--- src/rtl/pd_hdr_pkg.sv ---
// Shared types and default byte map for the block header store.
// Header bytes come first in the address space, then the difficulty target.
package pd_hdr_pkg;

  typedef enum logic [1:0] {
    EMPTY,
    FILL,
    VALID,
    MINING
  } state_t;

  localparam int HDR_BYTES_D    = 80;
  localparam int CHUNK1_BYTES_D = 64;
  localparam int DIFF_BYTES_D   = 32;
  localparam int NONCE_OFS_D    = 76;

endpackage

--- src/rtl/pd_nonce_adder.sv ---
// Combinational 32-bit nonce step with carry out of bit 31.
// The carry is what marks the nonce space as used up.
module pd_nonce_adder #(
  parameter int STEP = 1
) (
  input  logic [31:0] a,
  output logic [31:0] sum,
  output logic        carry
);

  assign {carry, sum} = {1'b0, a} + 33'(STEP);

endmodule

--- src/rtl/pd_header_store.sv ---
// Byte-loaded header and difficulty store with fill tracking,
// mining lock and in-place little-endian nonce stepping.
module pd_header_store
  import pd_hdr_pkg::*;
#(
  parameter int HDR_BYTES    = HDR_BYTES_D,
  parameter int CHUNK1_BYTES = CHUNK1_BYTES_D,
  parameter int DIFF_BYTES   = DIFF_BYTES_D,
  parameter int NONCE_OFS    = NONCE_OFS_D,
  parameter int NONCE_STEP   = 1,
  localparam int TOTAL = HDR_BYTES + DIFF_BYTES,
  localparam int AW    = $clog2(TOTAL)
) (
  input  logic                 clk,
  input  logic                 n_rst,
  input  logic                 clear,
  input  logic                 i_data_en,
  input  logic [AW-1:0]        i_data_sel,
  input  logic [7:0]           i_data,
  output logic                 wr_err,
  output logic                 hdr_valid,
  input  logic                 hdr_ready,
  input  logic                 release_hdr,
  input  logic                 increment,
  output logic                 nonce_exhausted,
  output logic [CHUNK1_BYTES*8-1:0] chunk_1,
  output logic [(HDR_BYTES-CHUNK1_BYTES)*8-1:0] chunk_2,
  output logic [DIFF_BYTES*8-1:0] difficulty,
  output logic [31:0]          nonce
);

  state_t state_q, state_d;

  logic [TOTAL-1:0][7:0] mem_q;
  logic [TOTAL-1:0]      mask_q;
  logic [TOTAL-1:0]      wr_hot;

  logic        in_range;
  logic        mining;
  logic        wr_ok;
  logic        wr_bad;
  logic        nonce_hit;
  logic        inc_ok;
  logic        mask_full;
  logic        carry;
  logic [31:0] nonce_sum;
  logic [31:0] sel_w;

  assign sel_w    = 32'(i_data_sel);
  assign in_range = sel_w < TOTAL;
  assign mining   = state_q == MINING;

  assign wr_ok  = i_data_en & ~clear
                & in_range & ~mining;
  assign wr_bad = i_data_en & ~clear
                & (~in_range | mining);

  assign wr_hot = wr_ok ? (TOTAL'(1) << i_data_sel)
                        : '0;

  // Completion must see the write landing this cycle.
  assign mask_full = &(mask_q | wr_hot);

  assign nonce_hit = wr_ok
                   & (sel_w >= NONCE_OFS)
                   & (sel_w < NONCE_OFS + 4);

  assign inc_ok = increment & ~clear
                & mining & ~nonce_exhausted;

  pd_nonce_adder #(
    .STEP (NONCE_STEP)
  ) u_adder (
    .a     (nonce),
    .sum   (nonce_sum),
    .carry (carry)
  );

  always_comb begin
    state_d = state_q;
    unique case (state_q)
      EMPTY:
        if (wr_ok)
          state_d = mask_full ? VALID : FILL;
      FILL:
        if (wr_ok && mask_full)
          state_d = VALID;
      VALID:
        if (hdr_ready)
          state_d = MINING;
      MINING:
        if (release_hdr)
          state_d = VALID;
      default:
        state_d = EMPTY;
    endcase
    if (clear)
      state_d = EMPTY;
  end

  always_ff @(posedge clk or negedge n_rst) begin
    if (!n_rst)
      state_q <= EMPTY;
    else
      state_q <= state_d;
  end

  always_ff @(posedge clk or negedge n_rst) begin
    if (!n_rst) begin
      mem_q           <= '0;
      mask_q          <= '0;
      wr_err          <= 1'b0;
      nonce_exhausted <= 1'b0;
    end else if (clear) begin
      mem_q           <= '0;
      mask_q          <= '0;
      wr_err          <= 1'b0;
      nonce_exhausted <= 1'b0;
    end else begin
      wr_err <= wr_bad;
      mask_q <= mask_q | wr_hot;
      if (wr_ok)
        mem_q[i_data_sel] <= i_data;
      if (inc_ok)
        mem_q[NONCE_OFS +: 4] <= nonce_sum;
      // Rewriting any nonce byte starts a fresh nonce range.
      if (nonce_hit)
        nonce_exhausted <= 1'b0;
      else if (inc_ok && carry)
        nonce_exhausted <= 1'b1;
    end
  end

  assign hdr_valid  = state_q == VALID;
  assign chunk_1    = mem_q[CHUNK1_BYTES-1:0];
  assign chunk_2    = mem_q[HDR_BYTES-1:CHUNK1_BYTES];
  assign difficulty = mem_q[TOTAL-1:HDR_BYTES];
  assign nonce      = mem_q[NONCE_OFS +: 4];

endmodule

--- config.mk ---
export PLATFORM = sky130hd
export DESIGN_NAME = pd_header_store
export DESIGN_NICKNAME = d
export VERILOG_FILES = /design/src/rtl/pd_hdr_pkg.sv /design/src/rtl/pd_nonce_adder.sv /design/src/rtl/pd_header_store.sv
export SDC_FILE = /design/constraint.sdc
export NUM_CORES = 1
export LEC_CHECK = 0
export CAP_MARGIN = 20
export CORE_AREA = 2 2 368 370
export DETAILED_ROUTE_END_ITERATION = 16
export DIE_AREA = 0 0 370 372
export PLACE_DENSITY = 0.58
export SYNTH_ARGS = -nofsm -noshare
export SYNTH_HDL_FRONTEND = slang
export SYNTH_SLANG_ARGS = --single-unit
--- constraint.sdc ---
create_clock -name clk -period 2.6 [get_ports clk]
set_input_delay 0.78 -clock clk [delete_from_list [all_inputs] [get_ports clk]]
set_output_delay 0.78 -clock clk [all_outputs]
set_load 0.02 [all_outputs]
Word-level counts from Yosys, hierarchy flattened. Cells that the tools add are included.

Flip-flop bits (word level): 1012. Input port bits: 22. Output and inout port bits: 931. Word-level logic and storage cells: 173.

Add/sub/neg operators: 1. Magnitude comparators: 5. Equal/unequal tests: 7. Shifts and indexed selects: 1. Multiplexer cells: 19. Bitwise operators: 15. Reduce and logical (&&, ||, !) cells: 9.

Operators by type and width (number): $mux W896 (2); $bwmux W896 (1); $mux W112 (2); $or A112 B112 Y112 (1); $reduce_and A112 Y1 (1); $shl A1 B7 Y112 const A (1); $demux W8 S7 (1); $add A32 B1 Y33 const B (1); $mux W32 (1); $lt A7 B7 Y1 const B (2); $mux W2 (6); $and A1 B1 Y1 (9); $ne A3 B3 Y1 const B (3); $lt A7 B8 Y1 const B (1); $mux W8 (1); $pmux W2 S4 (1); $ge A7 B1 Y1 const B (1); $ge A7 B7 Y1 const B (1); $reduce_bool A3 Y1 (2); $eq A2 B2 Y1 const B (2); $mux W1 (4); $not A1 Y1 (4); $reduce_and A4 Y1 (1); $logic_and A1 B1 Y1 (3); 5 further kinds (5).

Depth between registers and ports, before layout.
Depth in word-level cells: 11. Mapped depth: 12. Depth with buffers taken out: 9.

Modules after synthesis. From an unflattened synthesis, not the netlist that was laid out.

Cells, all modules: 4703. Area total of the unflattened synthesis: 42004.0 sq um.

Modules (own cells, without submodules): pd_header_store (instances 1, cells an instance 4606, area each 41307.1 sq um); pd_nonce_adder (instances 1, cells an instance 97, area each 696.9 sq um).

Worst setup path before layout. Ideal clock, no wire load.

Path kind: input -> register. From: input i_data_sel[0]. To: register state_q[0]. Library setup time: 0.119 ns. Data arrival time: 3.144 ns. Required time: 2.481 ns. Path slack: -0.663 ns. Cell stages on the path: 10. Cell sequence: buf_2 > or3b_1 > buf_2 > nor2_4 > a21oi_1 > or4_1 > or4_1 > nor4_1 > nand4_1 > o21a_1.

Cells in the longest elaborated chain, start to end: 10. Elaborated cells on any way between the ends: 15.

Ends and longest elaborated chain: from (decl) (line pd_header_store.sv:18) `input logic [AW-1:0] i_data_sel,`; $lt A7 B7 Y1 (line pd_header_store.sv:50) `assign in_range = sel_w < TOTAL;`; $and A1 B1 Y1 (2 in series) (line pd_header_store.sv:54) `& in_range & ~mining;`; $mux W112 (line pd_header_store.sv:58) `assign wr_hot = wr_ok ? (TOTAL'(1) << i_data_sel)`; $or A112 B112 Y112 (line pd_header_store.sv:62) `assign mask_full = &(mask_q | wr_hot);`; $reduce_and A112 Y1 (line pd_header_store.sv:62); $mux W2 (line pd_header_store.sv:84) `state_d = mask_full ? VALID : FILL;`; $mux W2 (line pd_header_store.sv:83) `if (wr_ok)`; $pmux W2 S4 (line pd_header_store.sv:81) `unique case (state_q)`; $mux W2 (line pd_header_store.sv:97) `if (clear)`; to (signal assigned) (line pd_header_store.sv:105) `state_q <= state_d;`; to (decl) (line pd_header_store.sv:32) `state_t state_q, state_d;`.

Several ways; a longest one is shown, not always the timed one. The select of a mux whose other input is x is not followed. A chain may end at the register's enable or synchronous reset.

Final worst setup path. Ends and elaborated chain as after synthesis.

==> reports/qor_table.md <==
| Parameter | This run | Unit |
| --- | --- | --- |
| Reg clk slew, reported paths | 0.06 | ns |
| Clock root buffer | clkbuf_16 | - |
| Final routed wirelength across all metal layers | 185200 | um |
| Dominant synthesized flop cell | dfrtp_1 | - |
| Total of flip-flops plus latches after synthesis | 1012 | - |
| Async S/R FF share, synth | 100.0 | % |
| Cells along the critical path | clkdlybuf4s15_2 > buf_6 > buf_4 > nand3b_1 > buf_4 > nor2_2 > a21oi_1 > nor4_2 > buf_4 > nand4_1 > nor4_4 > nand4_1 > o21a_1 | - |
| Leading cell types in the layout, fill and taps excluded | nand2_1 (1215), dfrtp_1 (1010), a21oi_1 (843), clkdlybuf4s50_1 (735), buf_4 (450) | - |
| Standard-cell row count | 135 | - |
| Comb power frac | 5.7 | % |
| Nets | 5837 | - |
| Part of the total power dissipated in the clock network | 48.4 | % |
| Initial cell density of the core | 31.30 | % |
| Critical path's largest stage delay | 0.34 | ns |
| Timing-limited maximum frequency | 349.1 | MHz |
| Share of post-route cells with drive strength above 1 | 13.83 | % |
| Arrival time at the worst endpoint | 3.48 | ns |
| Clock buffers created by TritonCTS | 112 | - |
| GR Overflow Total | 0 | - |
| CP max FO | 7 | - |
| Bufs on Longest Clock Path | 3 | - |
| Unrepaired setup endpoints after global routing | true | - |
| Outcome | complete, but fails checks | - |
| Vias per Instance | 5.095 | - |
| Transition at the pin with the smallest max-transition slack | 1.292 | ns |
| Power dissipated by switching net loads | 0.008572 | W |
| Post-route DRC | 0 | - |
| Final worst setup slack | -0.2643 | ns |
| Fraction of power consumed by sequential logic | 45.9 | % |
| Cell type of the slowest stage on the worst timing path | nor4_2 | - |
| Core region area | 134300 | sq um |
| Internal Dissipation | 0.02598 | W |
| Fraction of the yosys area taken by sequential cells | 60.25 | % |
| Hold Path Class | in -> reg | - |
| Count of different cell masters after synthesis | 54 | - |
| Antenna violation net count after detailed routing | 0 | - |
| Clock skew | 0.03985 | ns |
| Worst Setup Path Type | in -> reg | - |
| Power density normalized to cell area | 566.0 | nW/um^2 |
| Main combinational cell family by area after synthesis | simple AND/OR/NAND/NOR gates | - |
| Max IR drop VDD | 0.5310 | mV |
| Total number of yosys warnings | 0 | - |
| Detailed Route Iter0 Violations | 3630 | - |
| Via count of the first global-routing pass | 38200 | - |
| Area occupied by multi-input gates | 15510 | sq um |
| Final critical path time including I/O delays and setup | 2.864 | ns |
| Tightest slew margin relative to the limit | 13.84 | % |
| Global-route wire length before repair | 267000 | um |
| Number of sinks on the clock net | 1012 | - |
| Number of failing setup endpoints in the final timing report | 2 | - |
| Area Overhead vs Synth | 45.26 | % |
| Final HPWL from detailed placement | 128900 | um |
| Total nets after synthesis | 4628 | - |
| Final hold violation count | 0 | - |
| Instance count of the mapped netlist | 4605 | - |
| Deepest level of the CTS H-tree | 3 | - |
| Number of slew-limit violations in the final report | 0 | - |
| Filler cell count | 12970 | - |
| Compound-cell area share of the yosys netlist | 11.93 | % |
| Multiplexer share of the synthesized area | 3.429 | % |
| Port Buffers | 952 | - |
| Leakage power summed over all cells | 26.01 | nW |
| Final RePlAce weighted congestion | 0.9025 | - |
| Share of the core filled with cells | 45.46 | % |
| Die W | 370 | um |
| Aggregate global-route resource usage | 26.06 | % |
| Post-synth EDFFs | 0 | - |
| Critical Path End Type | register | - |
| Synthesized area per cell | 9.127 | sq um |
| Most frequent CP cell | buf_4 | - |
| Worst path buffer plus inverter count | 5 | - |
| Initial antenna violation count | 10 | - |
| Type of element launching the critical path | primary input | - |
| Netlist area before placement | 42030 | sq um |
| Max-capacitance violation count | 0 | - |
| Share of the synthesized netlist area taken by xor and xnor gates | 0 | % |
| Share of the cycle needed by the critical path after routing | 110.2 | % |
| Register area | 25330 | sq um |
| Overall die height | 372 | um |
| Avg WL per Cell | 24.06 | um |
| Total vias in the final route | 39220 | - |
| I/O pin count | 953 | - |
| CTS tree | done | - |
| Leading cell type in the layout, fill and taps excluded | nand2_1 | - |
| Kind of cell adding the most delay to the critical path | simple AND/OR/NAND/NOR gates | - |
| Final-layout worst hold slack | 0.4421 | ns |
| Source-to-sink clock delay at the later pin of the worst-skew pair | 0.73 | ns |
| Die Outline Area | 137600 | sq um |
| Number of detailed-routing iterations run before antenna repair | 5 | - |
| Switching power share of the total | 24.81 | % |
| Violated checks | negative setup slack | - |
| Simple-gate portion of the synthesized area | 20.59 | % |
| Adder and majority gate portion of the synthesized area | 0.02977 | % |
| Largest net degree at the start of global routing | 230 | - |
| Required time of the critical path | 3.22 | ns |
## metal layers
metal	share of wire, %	GRT usage (%)
met5	0	0
met4	4.3	11.03
met1	41	33.71
met2	47	41.29
met3	8.3	6.821
## state kept, by name, indices dropped and copies added, names as in the netlist
name	cells
state_q	2
nonce_exhausted	1
difficulty	256
wr_err	1
chunk_1	512
chunk_2	128
mask_q	112
## power groups by stage
stage,logic (W),registers (W),clock network [W]
6_report,0.00198,0.0159,0.0167
3_5_place_dp,0.00201,0.0161,0
4_1_cts,0.00199,0.0159,0.0171
5_1_grt,0.00212,0.0159,0.0177
3_3_place_gp,0.00200,0.0161,0
2_1_floorplan,0.000726,0.0162,0
## tightest hold or removal path, stage by stage
cell	delay, ns
buf_4	0.20
nand2_1	0.09
a21oi_1	0.05
## cells in the mapped netlist, types with 3 or more instances
cell type  instances  area share [%]
o22ai_1            6           0.089
buf_4             32            0.57
mux2i_1          144             3.4
nand2b_1           7            0.10
nor4_1            19            0.28
nand2_1         1216              11
o21ai_0           79            0.94
and3_1            16            0.24
o22a_1             6            0.13
dfrtp_1         1012              60
nor2_1           402             3.6
o31ai_1            3           0.054
buf_2              9            0.11
inv_1              8           0.071
or4_1             10            0.18
nand3b_1           3           0.054
nor3_1            22            0.26
clkbuf_1         302             2.7
a31oi_1           14            0.21
and2_1             4           0.060
nand4_1            9            0.13
a21oi_1          850              10
buf_1             31            0.28
nor2_2             9            0.13
a22o_1             3           0.063
nor2b_1            8            0.12
nand3_1          339             4.0
## area by class of cell
| class | instances | area share (%) |
|---|---|---|
| Antenna cell | 8 | 0.03279 |
| Inverter | 8 | 0.04919 |
| Multi-Input combinational cell | 3209 | 25.41 |
| Tap cell | 1781 | 3.650 |
| Clock inverter | 59 | 1.174 |
| Sequential cell | 1012 | 41.48 |
| Timing Repair Buffer | 1471 | 23.08 |
| Clock buffer | 150 | 5.121 |
## timing repair
| action | in CTS | in global routing |
|---|---|---|
| pin swaps | 18 | 9 |
| gates resized for setup | 241 | 47 |
| hold buffers | 1 | 0 |
| endpoints found under the hold margin | 16 | 0 |
| setup buffers | 10 | 2 |
| endpoints found under the setup margin | 269 | 37 |
## kinds of logic (layout without fill, tap and decap cells)
logic type,Yosys count,after routing
other,0,8
and+or+nand+nor,2087,2087
DFF,1012,1012
muxes,144,144
AOI/OAI and AO/OA,977,977
adders and majority gates,1,1
buffers and inverters,384,1688
## per-stage QoR
step | power [W] | cells | area (sq um) | worst slack [ns] | TNS [ns]
3_5_place_dp | 0.01815 | 7467 | 56950 | -1.708 | -543.20
5_1_grt | 0.03567 | 7697 | 61050 | -0.3324 | -0.6209
4_1_cts | 0.03492 | 7687 | 60820 | -0.2049 | -0.3646
2_1_floorplan | 0.01691 | 4605 | 42100 | -0.5503 | -2.789
3_3_place_gp | 0.01814 | 7467 | 56950 | -1.654 | -531.77
6_report | 0.03455 | 7698 | 61050 | -0.2643 | -0.4607
## worst paths after layout
check                              start           end  slack, ns  cells past startpoint
hold / removal                 i_data[5]  chunk_1[341]       0.44                      3
min in group asynchronous          n_rst  chunk_1[419]       0.61                      2
max in group asynchronous          n_rst  chunk_2[103]       0.98                      3
setup reg to reg              state_q[1]    state_q[0]      -0.21                     11
setup / recovery           i_data_sel[0]    state_q[0]      -0.26                     13
hold reg to reg               mask_q[33]    mask_q[33]       0.49                      2
Power figures use the tool's default switching activity.
